## config.mk

```make
export PLATFORM = sky130hd
export DESIGN_NAME = vga_tile_renderer_flat
export DESIGN_NICKNAME = d
export VERILOG_FILES = /design/src/rtl/vga_tile_renderer_if.sv /design/src/rtl/vga_tile_renderer.sv /design/src/flat_wrapper.sv
export SDC_FILE = /design/constraint.sdc
export NUM_CORES = 1
export LEC_CHECK = 0
export BUFFER_PORTS_ARGS = -buffer_cell sky130_fd_sc_hd__buf_2
export CORE_AREA = 2 2 126 128
export DETAILED_ROUTE_END_ITERATION = 7
export DIE_AREA = 0 0 128 130
export GPL_TIMING_DRIVEN = 1
export PLACE_DENSITY = 0.62
export SLEW_MARGIN = 20
export SYNTH_ARGS = -nofsm -noshare
export SYNTH_HDL_FRONTEND = slang
export SYNTH_SLANG_ARGS = --single-unit
```

## constraint.sdc

```tcl
create_clock -name clk -period 1.9 [get_ports clk]
set_input_delay 0 -clock clk [delete_from_list [all_inputs] [get_ports clk]]
set_output_delay 0 -clock clk [all_outputs]
set_load 0.03 [all_outputs]
```

## src/rtl/vga_tile_renderer_if.sv

```systemverilog
// ---------------------------------------------------------------------------
// vga_tile_renderer_if
//   Signal bundle between the tile renderer and its three neighbours: the VGA
//   timing generator (valid/x_ptr/y_ptr/frame_start), the game CPU (palette
//   write port and display mode bits), the external synchronous map RAM
//   (tile_addr/tile_state) and the DAC pins (RGB/rgb_valid).
//
//   modport slave  : the renderer itself
//   modport master : everything around it (timing gen, CPU, map RAM, DAC)
// ---------------------------------------------------------------------------
interface vga_tile_if #(
  parameter int ADDR_W  = 11,
  parameter int STATE_W = 3
);
  // Timing generator
  logic               valid;
  logic [9:0]         x_ptr;
  logic [9:0]         y_ptr;
  logic               frame_start;
  // Map RAM
  logic [ADDR_W-1:0]  tile_addr;
  logic [STATE_W-1:0] tile_state;
  // CPU palette port and display modes
  logic               pal_we;
  logic [STATE_W-1:0] pal_idx;
  logic [11:0]        pal_data;
  logic               grid_en;
  logic               blink_en;
  // DAC side
  logic [11:0]        RGB;
  logic               rgb_valid;

  modport slave (
    input  valid, x_ptr, y_ptr, frame_start,
    input  tile_state,
    input  pal_we, pal_idx, pal_data, grid_en, blink_en,
    output tile_addr, RGB, rgb_valid
  );

  modport master (
    output valid, x_ptr, y_ptr, frame_start,
    output tile_state,
    output pal_we, pal_idx, pal_data, grid_en, blink_en,
    input  tile_addr, RGB, rgb_valid
  );
endinterface

```

## src/rtl/vga_tile_renderer.sv

```systemverilog
// ---------------------------------------------------------------------------
// vga_tile_renderer
//   Colours the visible VGA raster from a tile map. Each scan coordinate is
//   mapped to a (2**CELL_LOG2)-pixel square cell, the cell state is fetched
//   from an external synchronous map RAM and looked up in a CPU-writable
//   palette. Optional grid lines on cell offset 0 and a frame-rate blink of
//   one palette index are layered on top.
//
//   Pipeline (one pixel per clock, no stalls, valid -> rgb_valid = 3 cycles):
//     p0 : qualify pixel, register map address and grid flag
//     p1 : map RAM returns tile_state while valid/grid flag wait alongside
//     p2 : palette lookup and colour select, registered onto RGB
//
// Ports
//   clk          pixel clock
//   rst          synchronous reset, active-high
//   bus (slave)  valid, x_ptr, y_ptr, frame_start  <- timing generator
//                tile_addr -> / tile_state <-      map RAM
//                pal_we, pal_idx, pal_data         <- CPU palette write
//                grid_en, blink_en                 <- display modes
//                RGB, rgb_valid ->                 DAC
// ---------------------------------------------------------------------------
module vga_tile_renderer #(
  parameter int          H_ACTIVE   = 640,
  parameter int          V_ACTIVE   = 480,
  parameter int          CELL_LOG2  = 4,
  parameter int          STATE_W    = 3,
  parameter int          ADDR_W     = 11,
  parameter int          BLINK_IDX  = 3,
  parameter int          BLINK_LOG2 = 5,
  parameter logic [11:0] GRID_RGB   = 12'h333
) (
  input  logic    clk,
  input  logic    rst,
  vga_tile_if.slave bus
);

  localparam int COLS  = H_ACTIVE >> CELL_LOG2;
  localparam int PAL_N = 2 ** STATE_W;

  // Power-on palette; entries beyond the eight named colours start black.
  function automatic logic [11:0] pal_default(input int idx);
    case (idx)
      0:       pal_default = 12'h000;
      1:       pal_default = 12'hFFF;
      2:       pal_default = 12'h0F0;
      3:       pal_default = 12'hF00;
      4:       pal_default = 12'h00F;
      5:       pal_default = 12'hFF0;
      6:       pal_default = 12'h0FF;
      7:       pal_default = 12'hF0F;
      default: pal_default = 12'h000;
    endcase
  endfunction

  // Output colour priority: blanking, then grid, then blink-off, then palette.
  function automatic logic [11:0] pick_colour(
    input logic        vld,
    input logic        grid_hit,
    input logic        blink_hit,
    input logic [11:0] pal_state,
    input logic [11:0] pal_zero
  );
    if (!vld)           pick_colour = 12'h000;
    else if (grid_hit)  pick_colour = GRID_RGB;
    else if (blink_hit) pick_colour = pal_zero;
    else                pick_colour = pal_state;
  endfunction

  // Control state
  logic                  vld_p0;
  logic                  vld_p1;
  logic                  rgb_valid_q;
  logic [BLINK_LOG2-1:0] blink_q;
  logic [BLINK_LOG2-1:0] blink_d;

  // Datapath state
  logic [ADDR_W-1:0]     tile_addr_q;
  logic [ADDR_W-1:0]     tile_addr_d;
  logic                  on_grid_p0;
  logic                  on_grid_p1;
  logic [11:0]           rgb_q;
  logic [11:0]           rgb_d;
  logic [11:0]           pal_q [PAL_N];

  // Stage-0 combinational terms
  logic                  v0_s;
  logic                  on_grid_s;
  logic [9:0]            row_s;
  logic [9:0]            col_s;

  // Stage-2 combinational terms
  logic                  grid_hit_s;
  logic                  blink_hit_s;

  // ---- stage p0: qualify coordinate, form map address --------------------
  // Coordinates outside the visible window are dropped even when the timing
  // generator flags them valid, and the RAM address is left where it was.
  assign v0_s      = bus.valid
                   && (32'(bus.x_ptr) < H_ACTIVE)
                   && (32'(bus.y_ptr) < V_ACTIVE);
  assign row_s     = bus.y_ptr >> CELL_LOG2;
  assign col_s     = bus.x_ptr >> CELL_LOG2;
  assign on_grid_s = (bus.x_ptr[CELL_LOG2-1:0] == '0)
                   || (bus.y_ptr[CELL_LOG2-1:0] == '0);

  always_comb begin
    tile_addr_d = tile_addr_q;
    if (v0_s) begin
      tile_addr_d = ADDR_W'(row_s) * ADDR_W'(COLS) + ADDR_W'(col_s);
    end
  end

  // Blink counter advances once per frame; its MSB gives a 50% duty phase.
  always_comb begin
    blink_d = blink_q;
    if (bus.frame_start) begin
      blink_d = blink_q + 1'b1;
    end
  end

  // ---- stage p2: palette lookup aligned with tile_state from the RAM -----
  // tile_state is valid in the same cycle as vld_p1/on_grid_p1: the RAM
  // registered the address presented during p1.
  assign grid_hit_s  = bus.grid_en && on_grid_p1;
  assign blink_hit_s = (bus.tile_state == STATE_W'(BLINK_IDX))
                     && bus.blink_en
                     && blink_q[BLINK_LOG2-1];

  // The palette array is read here combinationally before any same-cycle
  // write lands, so a write and a read of one index returns the old entry.
  assign rgb_d = pick_colour(vld_p1, grid_hit_s, blink_hit_s,
                             pal_q[bus.tile_state], pal_q[0]);

  // ---- registers: control with reset -------------------------------------
  always_ff @(posedge clk) begin
    if (rst) begin
      vld_p0      <= 1'b0;
      vld_p1      <= 1'b0;
      rgb_valid_q <= 1'b0;
      blink_q     <= '0;
      tile_addr_q <= '0;
      rgb_q       <= 12'h000;
    end else begin
      vld_p0      <= v0_s;
      vld_p1      <= vld_p0;
      rgb_valid_q <= vld_p1;
      blink_q     <= blink_d;
      tile_addr_q <= tile_addr_d;
      rgb_q       <= rgb_d;
    end
  end

  // ---- registers: grid flag travels with the pixel, no reset needed ------
  always_ff @(posedge clk) begin
    on_grid_p0 <= on_grid_s;
    on_grid_p1 <= on_grid_p0;
  end

  // ---- palette: reset restores defaults, CPU must rewrite afterwards -----
  always_ff @(posedge clk) begin
    if (rst) begin
      for (int i = 0; i < PAL_N; i++) begin
        pal_q[i] <= pal_default(i);
      end
    end else if (bus.pal_we) begin
      pal_q[bus.pal_idx] <= bus.pal_data;
    end
  end

  assign bus.tile_addr = tile_addr_q;
  assign bus.RGB       = rgb_q;
  assign bus.rgb_valid = rgb_valid_q;

endmodule

```

## src/flat_wrapper.sv

```systemverilog
// flat-port wrapper written by rule: the top's interface ports become plain ports
module vga_tile_renderer_flat 
#(
  parameter int          H_ACTIVE   = 640,
  parameter int          V_ACTIVE   = 480,
  parameter int          CELL_LOG2  = 4,
  parameter int          STATE_W    = 3,
  parameter int          ADDR_W     = 11,
  parameter int          BLINK_IDX  = 3,
  parameter int          BLINK_LOG2 = 5,
  parameter logic [11:0] GRID_RGB   = 12'h333
)
  (clk, rst, bus_valid, bus_x_ptr, bus_y_ptr, bus_frame_start, bus_tile_state, bus_pal_we, bus_pal_idx, bus_pal_data, bus_grid_en, bus_blink_en, bus_tile_addr, bus_RGB, bus_rgb_valid);
  vga_tile_if #(.ADDR_W(ADDR_W), .STATE_W(STATE_W)) bus_i ();
  input  logic clk;
  input  logic rst;
  input wire logic [$bits(bus_i.valid)-1:0] bus_valid;
  input wire logic [$bits(bus_i.x_ptr)-1:0] bus_x_ptr;
  input wire logic [$bits(bus_i.y_ptr)-1:0] bus_y_ptr;
  input wire logic [$bits(bus_i.frame_start)-1:0] bus_frame_start;
  input wire logic [$bits(bus_i.tile_state)-1:0] bus_tile_state;
  input wire logic [$bits(bus_i.pal_we)-1:0] bus_pal_we;
  input wire logic [$bits(bus_i.pal_idx)-1:0] bus_pal_idx;
  input wire logic [$bits(bus_i.pal_data)-1:0] bus_pal_data;
  input wire logic [$bits(bus_i.grid_en)-1:0] bus_grid_en;
  input wire logic [$bits(bus_i.blink_en)-1:0] bus_blink_en;
  output wire logic [$bits(bus_i.tile_addr)-1:0] bus_tile_addr;
  output wire logic [$bits(bus_i.RGB)-1:0] bus_RGB;
  output wire logic [$bits(bus_i.rgb_valid)-1:0] bus_rgb_valid;
  assign bus_i.valid = bus_valid;
  assign bus_i.x_ptr = bus_x_ptr;
  assign bus_i.y_ptr = bus_y_ptr;
  assign bus_i.frame_start = bus_frame_start;
  assign bus_i.tile_state = bus_tile_state;
  assign bus_i.pal_we = bus_pal_we;
  assign bus_i.pal_idx = bus_pal_idx;
  assign bus_i.pal_data = bus_pal_data;
  assign bus_i.grid_en = bus_grid_en;
  assign bus_i.blink_en = bus_blink_en;
  assign bus_tile_addr = bus_i.tile_addr;
  assign bus_RGB = bus_i.RGB;
  assign bus_rgb_valid = bus_i.rgb_valid;
  vga_tile_renderer #(.H_ACTIVE(H_ACTIVE), .V_ACTIVE(V_ACTIVE), .CELL_LOG2(CELL_LOG2), .STATE_W(STATE_W), .ADDR_W(ADDR_W), .BLINK_IDX(BLINK_IDX), .BLINK_LOG2(BLINK_LOG2), .GRID_RGB(GRID_RGB)) u_core (.clk(clk), .rst(rst), .bus(bus_i));
endmodule
```

* Word level (Yosys, flattened, before mapping)
Memories as Yosys holds them, arrays and structs flattened.
Index checks and enable logic that the tools add are counted.
** Storage, ports and cells
- Register bits :: 33
- Memory bits (writable) :: 96
- Bits of input ports :: 45
- Output and inout bits :: 24
- Logic and storage cells :: 46
- Memories :: 1
** Cells by class
- Add/sub/neg operators :: 2
- Multipliers :: 1
- Order comparisons :: 2
- Equal/unequal tests :: 1
- Multiplexer cells :: 18
- Bitwise operators :: 1
- Reductions and logical operators :: 11
** Memory list
- u_core.pal_q :: depth 8, bits a word 12, rd ports 2, clocked after Yosys merged registers in 0, write ports 8, line vga_tile_renderer.sv:84 : logic [11:0] pal_q [PAL_N];
** Operators with widths (number)
- 2-to-1 mux 12 bit :: 10
- OR reduction 12 bit :: 1
- adder 11 x 6 -> 11 bit :: 1
- < comparator 10 bit, second input constant :: 1
- < comparator 10 x 9 -> 1 bit, second input constant :: 1
- 2-to-1 mux 10 bit :: 1
- zero test 4 bit :: 2
- multiplier 6 x 3 -> 8 bit, second input constant :: 1
- 2-to-1 mux 1 bit :: 6
- adder 5 x 1 -> 5 bit, second input constant :: 1
- logical AND 1 bit :: 5
- == test 3 x 2 -> 1 bit, second input constant :: 1
- 2-to-1 mux 3 bit :: 1
- OR reduction 3 bit :: 1
- OR reduction 2 bit :: 1
- logical OR 1 bit :: 1
- inverter 1 bit :: 1

* Depth between registers and ports, before layout
Gate-level depths: netlist of run 1.
- Depth in word-level cells :: 5
- Gate-level depth with buffers :: 9
- Gate-level depth less buffers :: 9

* Worst setup path after synthesis of run 1
Ideal clock, no wire load.
- Path type :: in2reg
- From :: input bus_y_ptr[5]
- To :: register u_core.tile_addr_q[10] (netlist: u_core.bus.tile_addr[10])
- Setup time :: 0.079 ns
- Arrival :: 1.720 ns
- Required time :: 1.821 ns
- Setup slack :: 0.100 ns
- Cell stages on the path :: 8
- Buffers on the path :: 0
- Cells stage by stage :: ha_1 -> ha_1 -> inv_1 -> fa_1 -> nand3b_1 -> nor4_2 -> xnor2_1 -> a211oi_2
** Between the ends
- Word-level cells in the longest chain between the ends :: 2
** RTL lines
- start, declared :: line flat_wrapper.sv:19 : input wire logic [$bits(bus_i.y_ptr)-1:0] bus_y_ptr;
- multiplier 6 x 3 -> 8 bit or < comparator 10 x 9 -> 1 bit (tied branches) :: line vga_tile_renderer.sv:110, vga_tile_renderer.sv:101
- adder 11 x 6 -> 11 bit or logical AND 1 bit (tied branches) :: line vga_tile_renderer.sv:110, vga_tile_renderer.sv:101
- end signal, assigned :: line vga_tile_renderer.sv:149 : tile_addr_q <= tile_addr_d;
- end, declared :: line vga_tile_renderer.sv:78 : logic [ADDR_W-1:0] tile_addr_q;
Several ways; a longest one is shown, not always the timed one.
A chain may end at the register's enable or synchronous reset.

* Worst setup path after layout of run 1
- From :: input bus_x_ptr[7]
- To :: register u_core.tile_addr_q[7] (netlist: u_core.bus.tile_addr[7])
** Between the ends
- Word-level cells in the longest chain between the ends :: 3
** RTL lines
- start, declared :: line flat_wrapper.sv:18 : input wire logic [$bits(bus_i.x_ptr)-1:0] bus_x_ptr;
- < comparator 10 bit :: line vga_tile_renderer.sv:100 : && (32'(bus.x_ptr) < H_ACTIVE)
- logical AND 1 bit :: line vga_tile_renderer.sv:100
- logical AND 1 bit :: line vga_tile_renderer.sv:101 : && (32'(bus.y_ptr) < V_ACTIVE);
Several ways; a longest one is shown, not always the timed one.

==> results of run 1 <==
==> cells in the mapped netlist (10+ instances only) <==
master     n  area, µm²
a21oi_1   17       85.1
and2_1    48        300
dfxtp_1   33        661
edfxtp_1  96       2880
ha_1      12        150
mux2_2    12        135
mux2i_1   26        260
mux4_2    12        270
nand2_1   10       37.5
nand2b_1  39        244
nor2_1    23       86.3
o21ai_1   12       60.1
or3_1     12       75.1
==> repair_timing <==
action                                 4_1_cts  5_1_grt
endpoints found under the hold margin      106        0
hold buffers                                20        0
buffers inserted                             0        0
==> through the flow <==
step	instances	total power (W)	utilization, %
finish	774	0.00687	47.9
global route	774	0.00713	47.9
CTS	774	0.00693	47.9
detailed placement	722	0.00398	43.2
global placement	722	0.00396	43.2
floorplan	462	0.00373	-
==> cell usage in the layout (no fill, tap or decap), types with 17 or more instances in the layout <==
master | Yosys | routed
edfxtp_1 | 96 | 96
buf_2 | 9 | 68
and2_1 | 48 | 48
nand2b_1 | 39 | 39
dfxtp_1 | 33 | 33
mux2i_1 | 26 | 26
buf_4 | 4 | 24
nor2_1 | 23 | 23
dlygate4sd3_1 | 0 | 20
a21oi_1 | 17 | 17
clkbuf_16 | 0 | 17
==> critical path: cells and delay by family <==
kind,cells,cell delay [ns]
buffers and inverters,3,0.70
adder cells (fa/ha/maj),2,0.56
AND/OR/NAND/NOR,2,0.22
XOR/XNOR,1,0.16
multiplexers,1,0.14
AO/OA/AOI/OAI,1,0.12
==> worst max path at each step <==
stage,cells after the start,slack [ns],end,startpoint
floorplan,8,0.10,u_core.bus.tile_addr[10],bus_y_ptr[5]
global placement,10,-0.05,u_core.bus.tile_addr[10],bus_y_ptr[5]
detailed placement,10,-0.14,u_core.bus.tile_addr[10],bus_y_ptr[5]
CTS,10,0.31,u_core.bus.tile_addr[10],bus_y_ptr[5]
global route,10,0.15,u_core.bus.tile_addr[7],bus_x_ptr[7]
finish,10,0.30,u_core.bus.tile_addr[7],bus_x_ptr[7]
==> cell type report <==
cell class / count / area [µm²] / share of cell area (%)
flip-flops and latches: 129 / 3540 / 48.0
multi-input cells: 300 / 2300 / 31.2
repair buffers: 113 / 741 / 10.0
clock buffers: 18 / 429 / 5.81
well taps: 192 / 240 / 3.25
clock inverters: 14 / 98.8 / 1.34
inverters: 8 / 30.0 / 0.407
==> kinds of logic (layout without fill, tap and decap cells) <==
kind of cell	count (synthesis)	count (layout)	share of synthesized area, %
simple gates	163	163	16.2
flops	129	129	59.1
compound gates	61	61	6.07
mux	50	50	11.1
buf+inv	33	153	2.65
fa+ha+maj	14	14	3.17
xor+xnor	12	12	1.75
==> per-layer routing <==
layer / global-route usage (%) / wire (µm) / up-vias
met5: 0 / 0 / -
met4: 5.04 / 127 / 0
met3: 5.54 / 865 / 10
met2: 29.3 / 6780 / 106
met1: 22.6 / 6180 / 1893
li1: - / - / 1901
==> power by group through the flow <==
stage / clock network (W) / logic, W / registers [W]
after floorplan: 0 / 0.000423 / 0.00330
after global placement: 0 / 0.000678 / 0.00328
after detailed placement: 0 / 0.000689 / 0.00329
after CTS: 0.00297 / 0.000726 / 0.00323
after global routing: 0.00309 / 0.000790 / 0.00325
final: 0.00293 / 0.000716 / 0.00323
==> state kept, by name, summed over array words and instances (netlist names) <==
signal / count
u_core.bus.tile_addr: 11
u_core.on_grid_p0: 1
u_core.blink_q: 5
u_core.pal_q: 96
u_core.bus.RGB: 12
u_core.on_grid_p1: 1
u_core.vld_p0: 1
u_core.vld_p1: 1
u_core.bus.rgb_valid: 1
==> impl_metrics.tcl, run 1 <==
set metrics [dict create \
    status "completed" \
    dpl-instance-area_um2 6660 \
    viasPerCell 5.05 \
    avgSynthCellArea_um2 13.0 \
    grt_antenna_before_repair 0 \
    worstPathMaxFanout 2 \
    p_sw_w 0.00160 \
    vias 3910 \
    max_cap_violations 0 \
    p_leak_nw 2.84 \
    p_clk_share_pct 42.6 \
    p_int_w 0.00527 \
    reg2reg_slack_ns 0.47 \
    dieArea_um2 16600 \
    grt_pass1_wl_um 21600 \
    yosysWarningCount 0 \
    min_period_ns 1.60 \
    slew_headroom_pct 63.6 \
    swShare_pct 23.3 \
    die_y_um 130 \
    worst_slew_pin_slew_ns 0.546 \
    fin_nets 628 \
    cts_sinks 129 \
    ir_drop_uv 648 \
    drt_wl_total_um 14000 \
    whs_ns 0.0245 \
    clkTransAtPathRegs_ns 0.05 \
    hold_viol 0 \
    synth_cell_type_count 46 \
    seqPwrFrac_pct 47.0 \
    hold_depth 4 \
    synth_fp_nets 521 \
    worstPathArrival_ns 1.90 \
    grt_usage_pct 17.7 \
    tns_ns 0 \
    antenna_left 0 \
    grt_max_degree 25 \
    setup_violations 0 \
    die_w_um 128 \
    fin_ws_ns 0.303 \
    hold_start "bus_x_ptr[8]" \
    rsz0062_at_grt "no" \
    seq_area_frac_synth_pct 59.1 \
    drtIter0Drc 263 \
    reg2regPathDepth 5 \
    final_layout_size_suffix_gt1_share_pct 27.5 \
    grt_pass1_vias 4026 \
    grt_remaining_overflow 0 \
    setup.worst_path.class "in2reg" \
    final_area_um2 7390 \
    start_kind "primary input" \
    min_period_over_period_pct 84.1 \
    powerDensity_nw_per_um2 931 \
    synth_ff_type "edfxtp_1" \
    cts_buffers 17 \
    yosys_register_bits 129 \
    port_buffers 68 \
    reg2reg_from "u_core.pal_q[0][1]" \
    initial_core_util_pct 38.9 \
    tritoncts "done" \
    num_rows 46 \
    dp_slack_ns -0.137 \
    htreeDepth 4 \
    synth_area_um2 6000 \
    cts-root-buf "clkbuf_16" \
    cts_buffer_depth 2 \
    synthArstFlopShare_pct 0 \
    end_kind "flip-flop" \
    fillCellCount 1383 \
    netlist_instances 462 \
    r2r_end "u_core.bus.RGB[1]" \
    dp_hpwl_um 8890 \
    min_path_type "in2reg" \
    wire_per_inst_um 18.0 \
    cts-resized-gates 0 \
    insertion_delay_ns 0.42 \
    report.final.slew_viol_count 0 \
    p_comb_share_pct 10.4 \
    fin_skew_ns 0.00528 \
    drc 0 \
    synth_edf_count 96 \
    fmax_mhz 626 \
    dr.pass1.iters 4 \
    diodes 0 \
    max_stage_delay_ns 0.52 \
    coreArea_um2 15400 \
    critPathRequiredTime_ns 2.21 \
    crit_chain "dlygate4sd3_1 > buf_2 > ha_1 > inv_1 > fa_1 > nor2b_1 > o21ai_0 > xor2_1 > mux2i_1 > nor2_1" \
    hold_path_end "u_core.bus.tile_addr[4]" \
    gp_congestion 0.739 \
    ios 69 \
    slowest_stage "dlygate4sd3_1" \
    area_growth_pct 23.1 \
]
Note: power is estimated with default switching activity, not from simulation.
==> inputs of run 2 (changes only) <==
Clock period 1.9 ns to 1.4 ns, I/O delays scaled along.
==> run 2 against run 1 <==
  * The run now ends with negative setup slack left
  * Sequential share of layout area down 2.5 points
  * Register-to-register slack worse by 0.50 ns
  * Non-clock buffer count up 26
  * Wire length up 1.4%
  * Cell area up 5.5%
  * Hold slack better by 0.016 ns
  * Critical path type is now reg2reg
  * Combinational power up 58%
  * Core utilization up 2.7 points
==> impl_metrics.tcl, run 2 (synthesis results as in run 1) <==
set metrics [dict create \
    crit_buf_inv 0 \
    grt_pass1_wl_um 22500 \
    crit_chain "mux4_2 > mux2i_1 > nand2_1 > o21ai_1 > a21oi_1" \
    ir_drop_uv 826 \
    slew_headroom_pct 75.6 \
    setup_violations 1 \
    cts-root-buf "clkbuf_16" \
    grt_pass1_vias 4302 \
    gp_congestion 0.769 \
    hold_start "bus_x_ptr[8]" \
    hold_viol 0 \
    dpl-instance-area_um2 6990 \
    path_depth 5 \
    drt_wl_total_um 14100 \
    port_buffers 68 \
    viasPerCell 5.10 \
    final_area_um2 7790 \
    dp_hpwl_um 9330 \
    grt_usage_pct 18.4 \
    area_growth_pct 29.9 \
    regArea_um2 3540 \
    r2r_end "u_core.bus.RGB[0]" \
    tns_ns -0.0329 \
    min_path_type "in2reg" \
    path_delay_family "multiplexers" \
    powerDensity_nw_per_um2 1240 \
    largest_register_ffs 96 \
    cts_buffer_depth 2 \
    slowest_stage "mux4_2" \
    final_layout_size_suffix_gt1_share_pct 32.9 \
    worstPathMaxFanout 1 \
    antenna_left 0 \
    reg2regPathDepth 5 \
    vias 4083 \
    fin_nets 654 \
    reg2reg_slack_ns -0.03 \
    whs_ns 0.0400 \
    cts_buffers 17 \
    insertion_delay_ns 0.42 \
    ios 69 \
    min_period_over_period_pct 102 \
    htreeDepth 4 \
    tritoncts "done" \
    critPathRequiredTime_ns 1.69 \
    min_period_ns 1.43 \
    clkTransAtPathRegs_ns 0.05 \
    diodes 0 \
    worst_slew_pin_slew_ns 0.366 \
    regMostFlops "u_core.pal_q" \
    dp_slack_ns -0.500 \
    fillCellCount 1342 \
    fin_ws_ns -0.0329 \
    rsz0062_at_grt "yes" \
    grt_remaining_overflow 0 \
    num_rows 46 \
    worstPathArrival_ns 1.73 \
    fmax_mhz 698 \
    layout_commonest_cell "edfxtp_1" \
    failed_checks "negative setup slack" \
    report.final.slew_viol_count 0 \
    die_w_um 128 \
    dr.pass1.iters 4 \
    cts_sinks 129 \
    initial_core_util_pct 38.9 \
    cp-endpoint "u_core.bus.RGB[0]" \
    max_stage_delay_ns 0.51 \
    multi_input_area_um2 2360 \
    grt_antenna_before_repair 0 \
    end_kind "flip-flop" \
    crit_path_start "u_core.pal_q[7][0]" \
    start_kind "flip-flop" \
    drtIter0Drc 276 \
    die_y_um 130 \
    fin_skew_ns 0.00629 \
    final_cell_mix "edfxtp_1, buf_2, and2_1" \
    dieArea_um2 16600 \
    status "finished with violations" \
    grt_max_degree 25 \
    drc 0 \
    wire_per_inst_um 17.7 \
    max_cap_violations 0 \
    setup.worst_path.class "reg2reg" \
    reg2reg_from "u_core.pal_q[7][0]" \
    p_leak_nw 3.03 \
    coreArea_um2 15400 \
]
-- run 2: cell count changes in the layout (fill, tap and decap cells not counted), sizes merged --
cell,before,now
clkbuf,18,21
clkinvlp,2,3
buf,93,119
clkinv,11,7
-- run 2: per-layer routing --
layer	track usage [%]	part of all wire, %	routed length [µm]	up-vias
met2	32.5	50	7100	113
li1	-	-	-	1951
met1	21.4	41	5870	2000
met4	6.40	1.5	218	0
met5	0	0	0	-
met3	5.54	6.8	959	19
-- run 2: tightest hold or removal path: stages --
cell and delay [ns]:
buf_2 0.11, inv_1 0.08, fa_1 0.16, a211oi_1 0.06
-- run 2: area by class of cell --
class                      count  share of cell area (%)
inverter                       8                   0.385
timing repair buffer         139                    13.6
sequential                   129                    45.5
clock inverter                11                    1.12
multi-input combinational    300                    30.3
clock buffer                  21                    6.05
tap                          192                    3.08
-- run 2: worst min-delay path by stage --
stage          slack, ns  cells past startpoint                      end
6_report            0.04                      4  u_core.bus.tile_addr[4]
5_1_grt             0.06                      3        u_core.bus.RGB[5]
4_1_cts             0.02                      4  u_core.bus.tile_addr[4]
3_5_place_dp        0.19                      2        u_core.on_grid_p0
3_3_place_gp        0.18                      2        u_core.on_grid_p0
2_1_floorplan       0.09                      1        u_core.on_grid_p0
-- run 2: metrics by stage --
step	cells	utilization (%)	total power, W
floorplan	462	-	0.00508
global placement	745	45.3	0.00550
detailed placement	745	45.3	0.00554
CTS	798	50.3	0.00971
global route	800	50.5	0.0100
finish	800	50.5	0.00965
-- run 2: timing repair --
action	CTS	global route
endpoints found under the setup margin	2	8
setup buffers	1	2
hold endpoints to repair	110	0
gates resized for setup	0	6
cloned	0	0
pin swaps	3	5
hold buffers	20	0
-- run 2: power by group --
part	internal (W)	switching (W)
clock	0.00256	0.00157
combinational	0.000571	0.000562
sequential	0.00432	0.0000693
==> inputs of run 3 (changes only) <==
==> constraint.sdc (replaced) <==
create_clock -name clk -period 1.4 [get_ports clk]
set_input_delay 0.07 -clock clk [delete_from_list [all_inputs] [get_ports clk]]
set_output_delay 0.07 -clock clk [all_outputs]
set_load 0.03 [all_outputs]
==> run 3 against run 2 <==
  * The flow still finishes with violations (negative setup slack)
  * Clock skew is 0.00053 ns higher
  * First-iteration DRC count is 54% higher
  * Combinational power about the same
  * Worst setup slack better by 0.031 ns
  * Sequential cell count did not move
  * Critical path type is now in2reg
  * Largest cell class unchanged
  * Largest power group is now the clock network
==> impl_metrics.tcl, run 3 (synthesis results as in run 1) <==
set metrics [dict create \
    status "finished with violations" \
    failed_checks "negative setup slack" \
    grt_pass1_wl_um 22200 \
    fin_nets 644 \
    ios 69 \
    report.final.slew_viol_count 0 \
    hold_start "bus_pal_data[0]" \
    initial_core_util_pct 38.9 \
    cts_buffer_depth 2 \
    min_period_over_period_pct 100 \
    reg2reg_from "u_core.pal_q[7][0]" \
    worst_slew_pin_slew_ns 0.422 \
    end_kind "flip-flop" \
    setup_violations 1 \
    port_buffers 68 \
    dp_hpwl_um 9210 \
    tritoncts "done" \
    die_w_um 128 \
    reg2reg_slack_ns 0.03 \
    final_layout_size_suffix_gt1_share_pct 32.9 \
    grt_max_degree 22 \
    cts_buffers 17 \
    hold_viol 0 \
    cts-root-buf "clkbuf_16" \
    layout_commonest_cell "edfxtp_1" \
    antenna_left 0 \
    min_period_ns 1.40 \
    tns_ns -0.00225 \
    rsz0062_at_grt "yes" \
    vias 4029 \
    fin_skew_ns 0.00682 \
    p_leak_nw 3.02 \
    largest_register_ffs 96 \
    coreArea_um2 15400 \
    fmax_mhz 713 \
    grt_remaining_overflow 0 \
    p_clk_share_pct 45.0 \
    drt_wl_total_um 14200 \
    swShare_pct 22.1 \
    reg2regPathDepth 5 \
    dr.pass1.iters 4 \
    num_rows 46 \
    setup.worst_path.class "in2reg" \
    slew_headroom_pct 71.8 \
    gp_congestion 0.773 \
    ir_drop_uv 917 \
    drc 0 \
    clkTransAtPathRegs_ns 0.05 \
    area_growth_pct 29.9 \
    r2r_end "u_core.bus.RGB[0]" \
    p_sw_w 0.00222 \
    die_y_um 130 \
    drtIter0Drc 426 \
    grt_pass1_vias 4189 \
    regMostFlops "u_core.pal_q" \
    p_int_w 0.00782 \
    cts_sinks 129 \
    start_kind "primary input" \
    worstPathArrival_ns 1.74 \
    critPathRequiredTime_ns 1.73 \
    worstPathMaxFanout 2 \
    hold_depth 2 \
    grt_antenna_before_repair 0 \
    powerDensity_nw_per_um2 1290 \
    wire_per_inst_um 17.9 \
    p_comb_share_pct 11.3 \
    insertion_delay_ns 0.41 \
    min_path_type "in2reg" \
    final_cell_mix "edfxtp_1, buf_2, and2_1" \
    diodes 0 \
    viasPerCell 5.10 \
    dieArea_um2 16600 \
    seqPwrFrac_pct 43.7 \
    hold_path_end "u_core.pal_q[1][0]" \
    fin_ws_ns -0.00225 \
    max_cap_violations 0 \
    htreeDepth 4 \
    grt_usage_pct 18.2 \
    p_total_w 0.0100 \
]
## run 3: layout make-up
class	instances	area (µm²)
fill	1360	7630
sequential	129	3540
multi-input combinational	300	2390
timing repair buffer	129	990
clock buffer	18	429
tap	192	240
clock inverter	14	170
inverter	8	30.0
## run 3: per-stage QoR
step | cells | instance area, µm² | hold slack, ns | utilization, % | setup slack (ns)
after floorplan | 462 | 6040 | 0.159 | - | -0.380
after global placement | 747 | 7030 | 0.248 | 45.5 | -0.540
after detailed placement | 747 | 7030 | 0.257 | 45.5 | -0.603
after CTS | 789 | 7760 | 0.000977 | 50.3 | 0.000625
after global routing | 790 | 7790 | 0.0180 | 50.5 | -0.0880
final | 790 | 7790 | 0.0173 | 50.5 | -0.00225
## run 3: how the worst max path moves through the flow
stage | cells after the start | slack (ns) | from | endpoint
final | 9 | -0.002 | bus_y_ptr[5] | u_core.bus.tile_addr[10]
after global routing | 10 | -0.09 | bus_y_ptr[7] | u_core.bus.tile_addr[10]
after floorplan | 9 | -0.38 | bus_y_ptr[7] | u_core.bus.tile_addr[10]
after CTS | 9 | 0.0006 | bus_y_ptr[5] | u_core.bus.tile_addr[10]
after detailed placement | 10 | -0.60 | bus_y_ptr[7] | u_core.bus.tile_addr[10]
after global placement | 10 | -0.54 | bus_y_ptr[7] | u_core.bus.tile_addr[10]
## run 3: timing repair
item | CTS | global route
endpoints found under the setup margin | 1 | 6
hold endpoints to repair | 18 | 0
pin swaps | 6 | 9
gates resized for setup | 8 | 4
buffers inserted | 0 | 1
hold buffers | 10 | 0
## run 3: power by group through the flow
stage / Combinational, W / Clock [W] / Sequential (W)
3_5_place_dp: 0.00108 / 0 / 0.00446
4_1_cts: 0.00113 / 0.00460 / 0.00439
5_1_grt: 0.00124 / 0.00475 / 0.00441
3_3_place_gp: 0.00106 / 0 / 0.00445
2_1_floorplan: 0.000596 / 0 / 0.00448
6_report: 0.00113 / 0.00452 / 0.00439
## run 3: metal layers
metal,share of wire (%),global-route usage (%),routed length (µm),up-vias
met5,0,0,0,-
met4,0.62,7.76,88,0
met3,7.1,5.54,1010,6
met2,50,30.8,7110,149
met1,42,21.7,5960,1947
li1,-,-,-,1927
## run 3: worst max-delay path, cell delays in order
cell	delay (ns)
buf_6	0.10
ha_4	0.24
ha_4	0.15
inv_2	0.05
fa_2	0.43
nand3b_1	0.21
nor4_2	0.18
xnor2_1	0.12
a211oi_2	0.19
